$ cat src/rtl/mem_port_arbiter_pkg.sv
// Shared definitions for the unified LC-3b memory port arbiter: state encodings, byte-enable codes, widths.
package mem_port_arbiter_pkg;

  localparam int LC3B_ADDR_W = 16;
  localparam int LC3B_WORD_W = 16;

  typedef enum logic [1:0] {
    ARB_IDLE   = 2'b00,
    ARB_IFETCH = 2'b01,
    ARB_DACC   = 2'b10
  } arb_state_e;

  localparam logic [1:0] WMASK_NONE = 2'b00;
  localparam logic [1:0] WMASK_LO   = 2'b01;
  localparam logic [1:0] WMASK_HI   = 2'b10;
  localparam logic [1:0] WMASK_WORD = 2'b11;

  // Byte enables {hi, lo} for a data access; reads never enable a lane.
  function automatic logic [1:0] wmask_f(input logic we, input logic byte_acc, input logic a0);
    logic [1:0] m;
    m = WMASK_NONE;
    if (we) m = byte_acc ? (a0 ? WMASK_HI : WMASK_LO) : WMASK_WORD;
    return m;
  endfunction

endpackage

$ cat src/rtl/mem_port_arb_streak.sv
// Fairness counter for mem_port_arbiter (present only with MEM_PORT_ARB_FAIR_EN): after MAX_D_STREAK
// data grants taken while fetch was pending, fetch wins the next idle arbitration.
`ifdef MEM_PORT_ARB_FAIR_EN
module mem_port_arb_streak
  import mem_port_arbiter_pkg::*;
#(
  parameter int MAX_D_STREAK = 4
) (
  input  logic clk,
  input  logic rst_n,
  input  logic in_idle,
  input  logic if_req,
  input  logic if_pend,
  input  logic grant_d,
  input  logic grant_i,
  output logic fetch_win
);

  localparam int CNT_W = $clog2(MAX_D_STREAK + 1);
  localparam logic [CNT_W-1:0] CNT_MAX = CNT_W'(MAX_D_STREAK);

  logic [CNT_W-1:0] cnt_q;

  always_ff @(posedge clk or negedge rst_n) begin
    if (!rst_n) begin
      cnt_q <= '0;
    end else if (grant_i || (in_idle && !if_req)) begin
      cnt_q <= '0;
    end else if (grant_d && if_pend && (cnt_q != CNT_MAX)) begin
      cnt_q <= cnt_q + 1'b1;
    end
  end

  assign fetch_win = if_pend && (cnt_q == CNT_MAX);

endmodule
`endif

$ cat src/rtl/mem_port_arbiter.sv
// Arbitrates fetch vs MEM-stage onto one handshaked memory port, one access in flight; grant to mem_en is
// one cycle, completion to ready pulse one cycle. MEM_PORT_ARB_FAIR_EN adds a bounded data-streak limit.
module mem_port_arbiter
  import mem_port_arbiter_pkg::*;
#(
  parameter int ADDR_W       = LC3B_ADDR_W,
  parameter int DATA_W       = LC3B_WORD_W,
  parameter int MAX_D_STREAK = 4
) (
  input  logic              clk,
  input  logic              rst_n,
  input  logic              if_req,
  input  logic [ADDR_W-1:0] if_addr,
  output logic [DATA_W-1:0] if_instr,
  output logic              imem_r,
  input  logic              d_req,
  input  logic              d_we,
  input  logic              d_byte,
  input  logic [ADDR_W-1:0] d_addr,
  input  logic [DATA_W-1:0] d_wdata,
  output logic [DATA_W-1:0] d_rdata,
  output logic              dmem_r,
  output logic              mem_stall,
  output logic              mem_en,
  output logic              mem_we,
  output logic [1:0]        mem_wmask,
  output logic [ADDR_W-1:0] mem_addr,
  output logic [DATA_W-1:0] mem_wdata,
  input  logic [DATA_W-1:0] mem_rdata,
  input  logic              mem_ready
);

  arb_state_e        state_q;
  logic              imem_r_q, dmem_r_q, mem_en_q, mem_we_q, stale_q;
  logic [1:0]        mem_wmask_q;
  logic [ADDR_W-1:0] mem_addr_q;
  logic [DATA_W-1:0] mem_wdata_q, if_instr_q, d_rdata_q;

  logic in_idle, if_pend, if_elig, d_elig, fetch_win, grant_d, grant_i;

  assign in_idle = (state_q == ARB_IDLE);
  assign if_pend = if_req && !imem_r_q;
  assign d_elig  = d_req && !dmem_r_q;

`ifdef MEM_PORT_ARB_FAIR_EN
  mem_port_arb_streak #(
    .MAX_D_STREAK(MAX_D_STREAK)
  ) u_streak (
    .clk      (clk),
    .rst_n    (rst_n),
    .in_idle  (in_idle),
    .if_req   (if_req),
    .if_pend  (if_pend),
    .grant_d  (grant_d),
    .grant_i  (grant_i),
    .fetch_win(fetch_win)
  );
`else
  assign fetch_win = 1'b0;
`endif

  // A load/store still asserted through its own dmem_r is the next MEM access; it keeps priority over
  // fetch during that one-cycle gap so data can issue back to back.
  assign if_elig = if_pend && !(dmem_r_q && d_req && !fetch_win);
  assign grant_d = in_idle && d_elig && !fetch_win;
  assign grant_i = in_idle && if_elig && (!d_elig || fetch_win);

  always_ff @(posedge clk or negedge rst_n) begin
    if (!rst_n) begin
      state_q     <= ARB_IDLE;
      imem_r_q    <= 1'b0;
      dmem_r_q    <= 1'b0;
      mem_en_q    <= 1'b0;
      mem_we_q    <= 1'b0;
      mem_wmask_q <= WMASK_NONE;
      mem_addr_q  <= '0;
      mem_wdata_q <= '0;
      if_instr_q  <= '0;
      d_rdata_q   <= '0;
      stale_q     <= 1'b0;
    end else begin
      imem_r_q <= 1'b0;
      dmem_r_q <= 1'b0;
      case (state_q)
        ARB_IDLE: begin
          if (grant_d) begin
            state_q     <= ARB_DACC;
            mem_en_q    <= 1'b1;
            mem_we_q    <= d_we;
            mem_wmask_q <= wmask_f(d_we, d_byte, d_addr[0]);
            mem_addr_q  <= {d_addr[ADDR_W-1:1], 1'b0};
            mem_wdata_q <= d_byte ? {d_wdata[7:0], d_wdata[7:0]} : d_wdata;
          end else if (grant_i) begin
            state_q     <= ARB_IFETCH;
            mem_en_q    <= 1'b1;
            mem_we_q    <= 1'b0;
            mem_wmask_q <= WMASK_NONE;
            mem_addr_q  <= {if_addr[ADDR_W-1:1], 1'b0};
            stale_q     <= 1'b0;
          end
        end
        ARB_IFETCH: begin
          if (!if_req) stale_q <= 1'b1;
          if (mem_ready) begin
            state_q  <= ARB_IDLE;
            mem_en_q <= 1'b0;
            // A redirected fetch still drains the memory but must not deliver a wrong-path word.
            if (!stale_q && if_req) begin
              if_instr_q <= mem_rdata;
              imem_r_q   <= 1'b1;
            end
          end
        end
        ARB_DACC: begin
          if (mem_ready) begin
            state_q     <= ARB_IDLE;
            mem_en_q    <= 1'b0;
            mem_we_q    <= 1'b0;
            mem_wmask_q <= WMASK_NONE;
            d_rdata_q   <= mem_rdata;
            dmem_r_q    <= 1'b1;
          end
        end
        default: state_q <= ARB_IDLE;
      endcase
    end
  end

  assign if_instr  = if_instr_q;
  assign imem_r    = imem_r_q;
  assign d_rdata   = d_rdata_q;
  assign dmem_r    = dmem_r_q;
  assign mem_stall = d_req && !dmem_r_q;
  assign mem_en    = mem_en_q;
  assign mem_we    = mem_we_q;
  assign mem_wmask = mem_wmask_q;
  assign mem_addr  = mem_addr_q;
  assign mem_wdata = mem_wdata_q;

endmodule

$ cat config.mk
export PLATFORM = sky130hd
export DESIGN_NAME = mem_port_arbiter
export DESIGN_NICKNAME = d
export VERILOG_FILES = /design/src/rtl/mem_port_arbiter_pkg.sv /design/src/rtl/mem_port_arb_streak.sv /design/src/rtl/mem_port_arbiter.sv
export SDC_FILE = /design/constraint.sdc
export NUM_CORES = 1
export LEC_CHECK = 0
export ABC_CLOCK_PERIOD_IN_PS = 1550
export BUFFER_PORTS_ARGS = -buffer_cell sky130_fd_sc_hd__buf_2
export CORE_UTILIZATION = 38
export DETAILED_ROUTE_END_ITERATION = 6
export HOLD_SLACK_MARGIN = 0.06
export PLACE_DENSITY = 0.67
export SYNTH_ARGS = -nofsm -noshare
export SYNTH_HDL_FRONTEND = slang
export SYNTH_SLANG_ARGS = --single-unit
$ cat constraint.sdc
create_clock -name clk -period 1.55 [get_ports clk]
set_clock_uncertainty 0.05 [all_clocks]
set_input_delay 0.3875 -clock clk [delete_from_list [all_inputs] [get_ports clk]]
set_output_delay 0.3875 -clock clk [all_outputs]
set_load 0.02 [all_outputs]
# [After elaboration in Yosys (flattened, before gate mapping)]
# Index checks and enable logic that the tools add are counted.
[word_totals] register_bits=73 latch_bits=0 ram_bits=0 romBits=0 in_bits=71 out_inout_bits=71 n_memories=0
[op_classes] add_sub_neg=0 multipliers=0 div=0 magnitude_cmp=0 n_eq_ne=8 n_shift=0 mux=28 n_bitwise=0 reduce_logical=27
[op_table] cell="2-to-1 mux 16 bit" count=3
[op_table] cell="2-to-1 mux 2 bit" count=8
[op_table] cell="2-to-1 mux 1 bit" count=12
[op_table] cell="AND reduction 3 bit" count=3
[op_table] cell="logical AND 1 bit" count=8
[op_table] cell="case mux 2 bit (2 select lines)" count=2
[op_table] cell="AND reduction 2 bit" count=4
[op_table] cell="nonzero test 2 bit" count=4
[op_table] cell="!= test 2 bit, second input constant" count=3
[op_table] cell="case mux 1 bit (2 select lines)" count=3
[op_table] cell="logical NOT 1 bit" count=5
[op_table] cell="!= test 2 x 1 -> 1 bit, second input constant" count=2
[op_table] cell="AND reduction 4 bit" count=1
[op_table] cell="!= test 3 x 1 -> 1 bit, second input constant" count=1
[op_table] cell="equality test 2 x 1 -> 1 bit, second input constant" count=1
[op_table] cell="equality test 2 bit, second input constant" count=1
[op_table] cell="logical NOT 2 bit" count=1
[op_table] cell="OR reduction 2 bit" count=1

# [Logic depth before layout (Yosys ltp)]
# Gate-level depths: netlist of the first run.
[depth] ltp_word=8 mapped_depth=7

# [Worst setup path after synthesis of the first run]
# No wires, ideal clock.
[synth_timing] kind="reg2reg" from="reg state_q[1]" to="reg mem_addr_q[10], in the netlist mem_addr[10]" setup_ns=0.123 t_arrival_ns=1.491 t_required_ns=1.377 setup_slack_ns=-0.114 path_stages_with_launch=8 cell_sequence="dfrtp_1 -> inv_1 -> ha_1 -> buf_4 -> and4bb_4 -> nand2b_4 -> buf_6 -> o221a_2"
[synth_between] elab_chain_len=5
[synth_rtl] element="start: declaration" line_no="mem_port_arbiter.sv:33" rtl="arb_state_e state_q;"
[synth_rtl] element="start signal: assignment" line_no="mem_port_arbiter.sv:70" rtl="state_q <= ARB_IDLE;"
[synth_rtl] element="start signal: assignment" line_no="mem_port_arbiter.sv:87" rtl="state_q <= ARB_DACC;"
[synth_rtl] element="start signal: assignment" line_no="mem_port_arbiter.sv:94" rtl="state_q <= ARB_IFETCH;"
[synth_rtl] element="logical NOT 2 bit *" line_no="mem_port_arbiter.sv:41, mem_port_arbiter.sv:84"
[synth_rtl] element="logical AND 1 bit (2 in series)" line_no="mem_port_arbiter.sv:66" rtl="assign grant_i = in_idle && if_elig && (!d_elig || fetch_win);"
[synth_rtl] element="nonzero test 2 bit (no source line)"
[synth_rtl] element="AND reduction 2 bit (no source line)"
[synth_rtl] element="end signal: assignment" line_no="mem_port_arbiter.sv:91" rtl="mem_addr_q <= {d_addr[ADDR_W-1:1], 1'b0};"
[synth_rtl] element="end signal: assignment" line_no="mem_port_arbiter.sv:98" rtl="mem_addr_q <= {if_addr[ADDR_W-1:1], 1'b0};"
[synth_rtl] element="end: declaration" line_no="mem_port_arbiter.sv:36" rtl="logic [ADDR_W-1:0] mem_addr_q;"
# Mark *: on every way between the ends. The rest lies on a longest branch, timed or not.
# A chain may end at the register's enable or synchronous reset.

# [Worst setup path in the final report of the first run]
[layout_timing] from="reg state_q[1]" to="reg if_instr_q[0], in the netlist if_instr[0]"
[layout_between] elab_chain_len=2
[layout_rtl] element="equality test 2 x 1 -> 1 bit" line_no="mem_port_arbiter.sv:84" rtl="case (state_q)"
[layout_rtl] element="AND reduction 3 bit (no source line)"
[layout_rtl] element="end signal: assignment" line_no="mem_port_arbiter.sv:109" rtl="if_instr_q <= mem_rdata;"
[layout_rtl] element="end: declaration" line_no="mem_port_arbiter.sv:37" rtl="logic [DATA_W-1:0] mem_wdata_q, if_instr_q, d_rdata_q;"
# No other way between the ends.

==> metrics.txt, run 1 <==
clk slew on worst S/H paths=0.07 ns; Yosys reg bits=72; share of layout cells above drive strength 1=0.6289; PortBufs=139; H-tree Lvls=3; final RePlAce weighted congestion=0.7697; I/O Pins=142; nets@finish=451; Final Cycle Share=0.9800; Max Slew Vio Count=0; share of the yosys chip area belonging to registers=0.5916; number of diodes=0; Worst EP required=1.71 ns; final instance area=0.004423 mm²; endpoints failing hold=0; average wire per standard cell=13.91 µm; core footprint=0.007727 mm²; largest net degree at the start of global routing=73; Placed Area=0.004023 mm²; crit-path cells=inv_2 -> ha_2 -> nand4b_4 -> buf_12 -> mux2_2; Peak supply drop=0.9670 mV; Final ANT Viol Nets=0; Yosys cell types=31; crit path max fanout=16; Pleak=2.243 nW; Net Count, Synth=295; FFs w/ async S/R, synth=1.000; top cells by area, synth=dfrtp_1 59%, mux2_2 15%, o221a_2 5.5%; Vias/cell=4.759; final setup violation count=0; GR Util All Layers=0.1613; crit path kind=register to register; die span in x=91.52 µm; Post-synth EDFFs=0; Synthesis Warnings=0; max incr delay on CP=0.42 ns; top_reg_cell synth=dfrtp_1; clk buf depth=2; Die Y=91.52 µm; Final HPWL DP=4694 µm; Synth top area share=0.5916; CP Launch Type=register; grt ovf=0; initial DRC count=72; status=finished clean; row count=32; Initial Util=0.3941; nature of the critical path endpoint=register; # fillers=667; synthesized area=0.003045 mm²; Total Wirelength=6705 µm; via count=2294; pre-CTS WS=-0.1356 ns; DRC errors left=0; Min-Delay Path Class=input port to register; RSZ-0062 raised after global routing=true; CTS sink cnt=72; Area Growth Syn to Fin=45.23%; critical path's slowest cell=dfrtp_1; r2r setup slk=0.03 ns; CP bufs+invs=2; Synth Area per Inst=13.84 µm²; full die area=0.008376 mm²; fin crit period=1.519 ns; pwr/cell area=2140 mW/mm²; first drt pass iteration count=4; CP arrival=1.68 ns; setup TNS=0 ns; top cell type by total area after synthesis=dfrtp_1; later-pin clock latency in the skew report=0.33 ns; Fmax=658.3 MHz; cell class contributing the biggest share of worst-path delay=flip-flops; Root Driver=clkbuf_8; TritonCTS clock tree=done; post-route setup slack=0.03095 ns; initial antenna violation count=0; vias in the first global route=2185; Synth Instances=220; Max Cap Viol=0; cts bufs inserted=9; first-pass GRT wire length=10430 µm
[cells in the mapped netlist, types with 2 or more instances]
library cell	number
buf_2	4
buf_4	2
mux2_2	40
o221a_2	15
o22ai_1	2
dfrtp_1	72
nand2b_1	19
ha_1	4
clkbuf_1	3
inv_1	10
nand2_1	10
mux2i_1	9
o21ai_0	12
[cell type report]
class | count | area [µm²] | area share
multi-input combinational | 128 | 1305 | 0.2950
timing repair buffer | 155 | 932.1 | 0.2107
sequential | 72 | 1802 | 0.4074
tap | 102 | 127.6 | 0.02885
clock inverter | 5 | 81.33 | 0.01839
inverter | 10 | 37.54 | 0.008487
clock buffer | 10 | 137.6 | 0.03112
[metal layers]
metal,track usage,share of wire
met1,0.1959,0.43
met2,0.2732,0.50
met3,0.05611,0.063
met4,0.03968,0.010
met5,0,0
[flip-flops by register name, summed over array words and instances, names as in the netlist]
signal     flops
mem_wdata     16
imem_r         1
mem_addr      15
stale_q        1
mem_wmask      2
mem_en         1
if_instr      16
mem_we         1
state_q        2
d_rdata       16
dmem_r         1
[stage by stage]
stage | hold WS [ns] | std cells | total power [mW] | utilization
floorplan | 0.04191 | 220 | 6.201 | -
global placement | 0.3754 | 457 | 7.542 | 0.5206
detailed placement | 0.3816 | 457 | 7.628 | 0.5206
CTS | 0.2237 | 477 | 9.354 | 0.5586
global route | 0.2214 | 482 | 10.01 | 0.5724
finish | 0.2450 | 482 | 9.463 | 0.5724
[what timing repair did]
item / 4_1_cts / 5_1_grt
resized for setup: 6 / 6
pin swaps: 1 / 3
setup endpoints to repair: 32 / 42
setup buffers: 3 / 3
hold buffers: 1 / 0
cloned: 1 / 2
endpoints found under the hold margin: 72 / 0
[layout by cell type, fill, tap and decap left out, drive strengths merged, types with 2 or more instances in the layout]
master	netlist	layout
buf	7	152
bufinv	0	2
clkbuf	4	12
clkinv	0	2
dfrtp	72	72
ha	4	4
inv	10	10
mux2	40	40
mux2i	9	9
nand2	10	10
nand2b	20	21
nand4b	2	2
o21ai	12	12
o221a	15	15
o22ai	2	2
[report_power, final]
group	total (mW)	internal (mW)	switching [mW]
clock network	1.61	0.941	0.674
registers	3.26	2.79	0.469
logic	4.59	2.15	2.44
[path summary, 6_finish.rpt]
kind | from | to | depth (start not counted)
min in group asynchronous | rst_n | if_instr[2]$_DFFE_PN0P_ | 3
setup / recovery | state_q[1]$_DFFE_PN0P_ | if_instr[0]$_DFFE_PN0P_ | 5
setup reg to reg | state_q[1]$_DFFE_PN0P_ | if_instr[0]$_DFFE_PN0P_ | 5
max in group asynchronous | rst_n | mem_wdata[1]$_DFFE_PN0P_ | 3
hold / removal | mem_rdata[7] | if_instr[7]$_DFFE_PN0P_ | 2
hold reg to reg | mem_wdata[9]$_DFFE_PN0P_ | mem_wdata[9]$_DFFE_PN0P_ | 2
[logic make-up after synthesis]
logic type               count (synthesis)  synth area share
multiplexers                            49            0.1775
buffers and inverters                   21           0.03287
AO/OA/AOI/OAI                           34           0.09409
adder cells (fa/ha/maj)                  4           0.01643
flip-flops                              72            0.5916
other                                    1          0.001231
AND/OR/NAND/NOR                         39           0.08628
(Power assumes the default switching activity.)
==> run 2, diff against run 1 <==
- PLACE_DENSITY: 0.67 -> 0.66
==> run 2 against run 1 <==
Sequential share of layout area up 0.56 points. Global-route usage up 0.93 points. Largest power group unchanged. First-iteration DRC count down 29%. Largest cell class unchanged. Critical endpoint is now mem_stall. Sequential power about the same. Highest routed layer unchanged. Setup slack better by 0.012 ns. Combinational power down 3%. Die area unchanged.
==> metrics.txt, run 2 (synthesized netlist as in run 1, its figures left out) <==
status=finished clean (unchanged); most frequent cells in the layout=137 x buf_2, 72 x dfrtp_1, 40 x mux2_2, 18 x nand2b_1, 12 x o21ai_0 (was 137 x buf_2, 72 x dfrtp_1, 40 x mux2_2, 18 x nand2b_1); final RePlAce weighted congestion=0.7284 (was 0.7697); via count=2330 (was 2294); core footprint=0.007727 mm² (unchanged); DRC errors left=0 (unchanged); cts bufs inserted=9 (unchanged); Root Driver=clkbuf_8 (unchanged); Area Growth Syn to Fin=43.26% (was 45.23%); CTS sink cnt=72 (unchanged); initial antenna violation count=0 (unchanged); I/O Pins=142 (unchanged); footprint of the multi-input gates=0.001287 mm² (was 0.001305 mm²); Max Slew Vio Count=0 (unchanged); initial DRC count=51 (was 72); Pleak=2.211 nW (was 2.243 nW); Worst EP required=1.11 ns (was 1.71 ns); Reg area=0.001802 mm² (unchanged); number of diodes=0 (unchanged); r2r startpoint=state_q[1]$_DFFE_PN0P_ (unchanged); dpl cells=459 (was 457); commonest non-fill, non-tap cell in the layout=buf_2 (unchanged); Initial Util=0.3941 (unchanged); R2R cell count=5 (unchanged); first-pass GRT wire length=10980 µm (was 10430 µm); PortBufs=139 (unchanged); full die area=0.008376 mm² (unchanged); cell count of the worst hold path=2 (unchanged); crit path kind=register to output port (was register to register); Vias/cell=4.814 (was 4.759); Final ANT Viol Nets=0 (unchanged); first drt pass iteration count=4 (unchanged); share of layout cells above drive strength 1=0.6309 (was 0.6289); GR Layer Usage met1=0.2038 (was 0.1959); # fillers=682 (was 667); clk buf depth=2 (unchanged); GR Util All Layers=0.1706 (was 0.1613); later-pin clock latency in the skew report=0.34 ns (was 0.33 ns); met3 Track Usage GR=0.05863 (was 0.05611); CP arrival=1.07 ns (was 1.68 ns); Non-Filler Instances=484 (was 482); clk slew on worst S/H paths=0.09 ns (was 0.07 ns); Total Wirelength=6902 µm (was 6705 µm); vias in the first global route=2321 (was 2185); Min-Delay Path Class=input port to register (unchanged); nature of the critical path endpoint=output port (was register); RR Endpoint=mem_addr[1]$_DFFE_PN0P_ (was if_instr[0]$_DFFE_PN0P_); TritonCTS clock tree=done (unchanged); row count=32 (unchanged); average wire per standard cell=14.26 µm (was 13.91 µm); hold_sp=mem_rdata[7] (unchanged); Final HPWL DP=4808 µm (was 4694 µm); hold_ws=0.2249 ns (was 0.2450 ns); final setup violation count=0 (unchanged); largest net degree at the start of global routing=73 (unchanged); H-tree Lvls=3 (unchanged); pwr/cell area=2100 mW/mm² (was 2140 mW/mm²); Max Cap Viol=0 (unchanged); RSZ-0062 raised after global routing=true (unchanged); busiest grt layer=met2 (unchanged); r2r setup slk=0.05 ns (was 0.03 ns); Hold EP=if_instr[7]$_DFFE_PN0P_ (unchanged); Final Cycle Share=0.9723 (was 0.9800); crit path max fanout=3 (was 16); grt ovf=0 (unchanged); total power=9.162 mW (was 9.463 mW); nets@finish=452 (was 451); fin util=0.5646 (was 0.5724); Peak supply drop=1.018 mV (was 0.9670 mV); Fmax=663.6 MHz (was 658.3 MHz); Die Y=91.52 µm (unchanged); endpoints failing hold=0 (unchanged); CP Launch Type=register (unchanged); M2 GR Usage=0.2719 (was 0.2732); die span in x=91.52 µm (unchanged); fin crit period=1.507 ns (was 1.519 ns)
run 2: changes by cell type in the layout (fill, tap and decap cells not counted):
cell | previous run | this run
buf_6 | 1 | 3
inv_8 | 0 | 1
inv_6 | 0 | 3
o221a_4 | 12 | 10
buf_8 | 1 | 0
clkinv_4 | 1 | 2
buf_4 | 8 | 9
o221a_2 | 3 | 5
clkbuf_16 | 2 | 1
bufinv_16 | 2 | 0
clkbuf_8 | 10 | 9
clkinv_2 | 1 | 0
run 2: worst max-delay path by stage:
| stage | from | end | slack, ns | cells after the start |
|---|---|---|---|---|
| 2_1_floorplan | state_q[1]$_DFFE_PN0P_ | mem_addr[2]$_DFFE_PN0P_ | -0.05 | 7 |
| 3_3_place_gp | state_q[1]$_DFFE_PN0P_ | mem_addr[15]$_DFFE_PN0P_ | -0.02 | 5 |
| 3_5_place_dp | state_q[1]$_DFFE_PN0P_ | mem_addr[1]$_DFFE_PN0P_ | -0.06 | 5 |
| 4_1_cts | state_q[0]$_DFFE_PN0P_ | mem_addr[1]$_DFFE_PN0P_ | 0.004 | 5 |
| 5_1_grt | state_q[1]$_DFFE_PN0P_ | mem_addr[1]$_DFFE_PN0P_ | -0.02 | 5 |
| 6_report | dmem_r$_DFF_PN0_ | mem_stall | 0.04 | 3 |
run 2: final cells by class:
cell class,count,share of cell area
clock inverter,7,0.01434
multi-input combinational,128,0.2951
clock buffer,9,0.02839
sequential,72,0.4130
tap,102,0.02925
inverter,10,0.008603
timing repair buffer,156,0.2114
run 2: per-layer routing:
metal / up-vias / part of all wire / wire, µm
met4: 0 / 0.023 / 158
met5: - / 0 / 0
met1: 1122 / 0.43 / 2955
met3: 14 / 0.070 / 483
met2: 93 / 0.48 / 3305
li1: 1101 / - / -
run 2: where the power goes:
part           switching (mW)  internal (mW)
Combinational            2.41           2.07
Clock                   0.796          0.614
Sequential              0.490           2.79
Total                    3.69           5.47
run 2: stage by stage:
step                cell area (µm²)  worst slack [ns]  setup TNS [ns]
floorplan                      3169          -0.04857         -0.7323
global placement               4050          -0.01959        -0.09093
detailed placement             4050          -0.05781         -0.5670
CTS                            4287          0.004441               0
global route                   4363          -0.02424         -0.1731
finish                         4363           0.04297               0
run 2: timing repair:
item,CTS,global route
buffers inserted,0,6
cloned,1,1
endpoints found under the hold margin,72,0
pin swaps,1,0
hold buffers,1,0
resized for setup,8,2
endpoints found under the setup margin,24,33
run 2: worst max-delay path: stages (launching register included):
cell	delay [ns]
dfrtp_1	0.40
nand2b_4	0.16
inv_2	0.06
buf_6	0.11
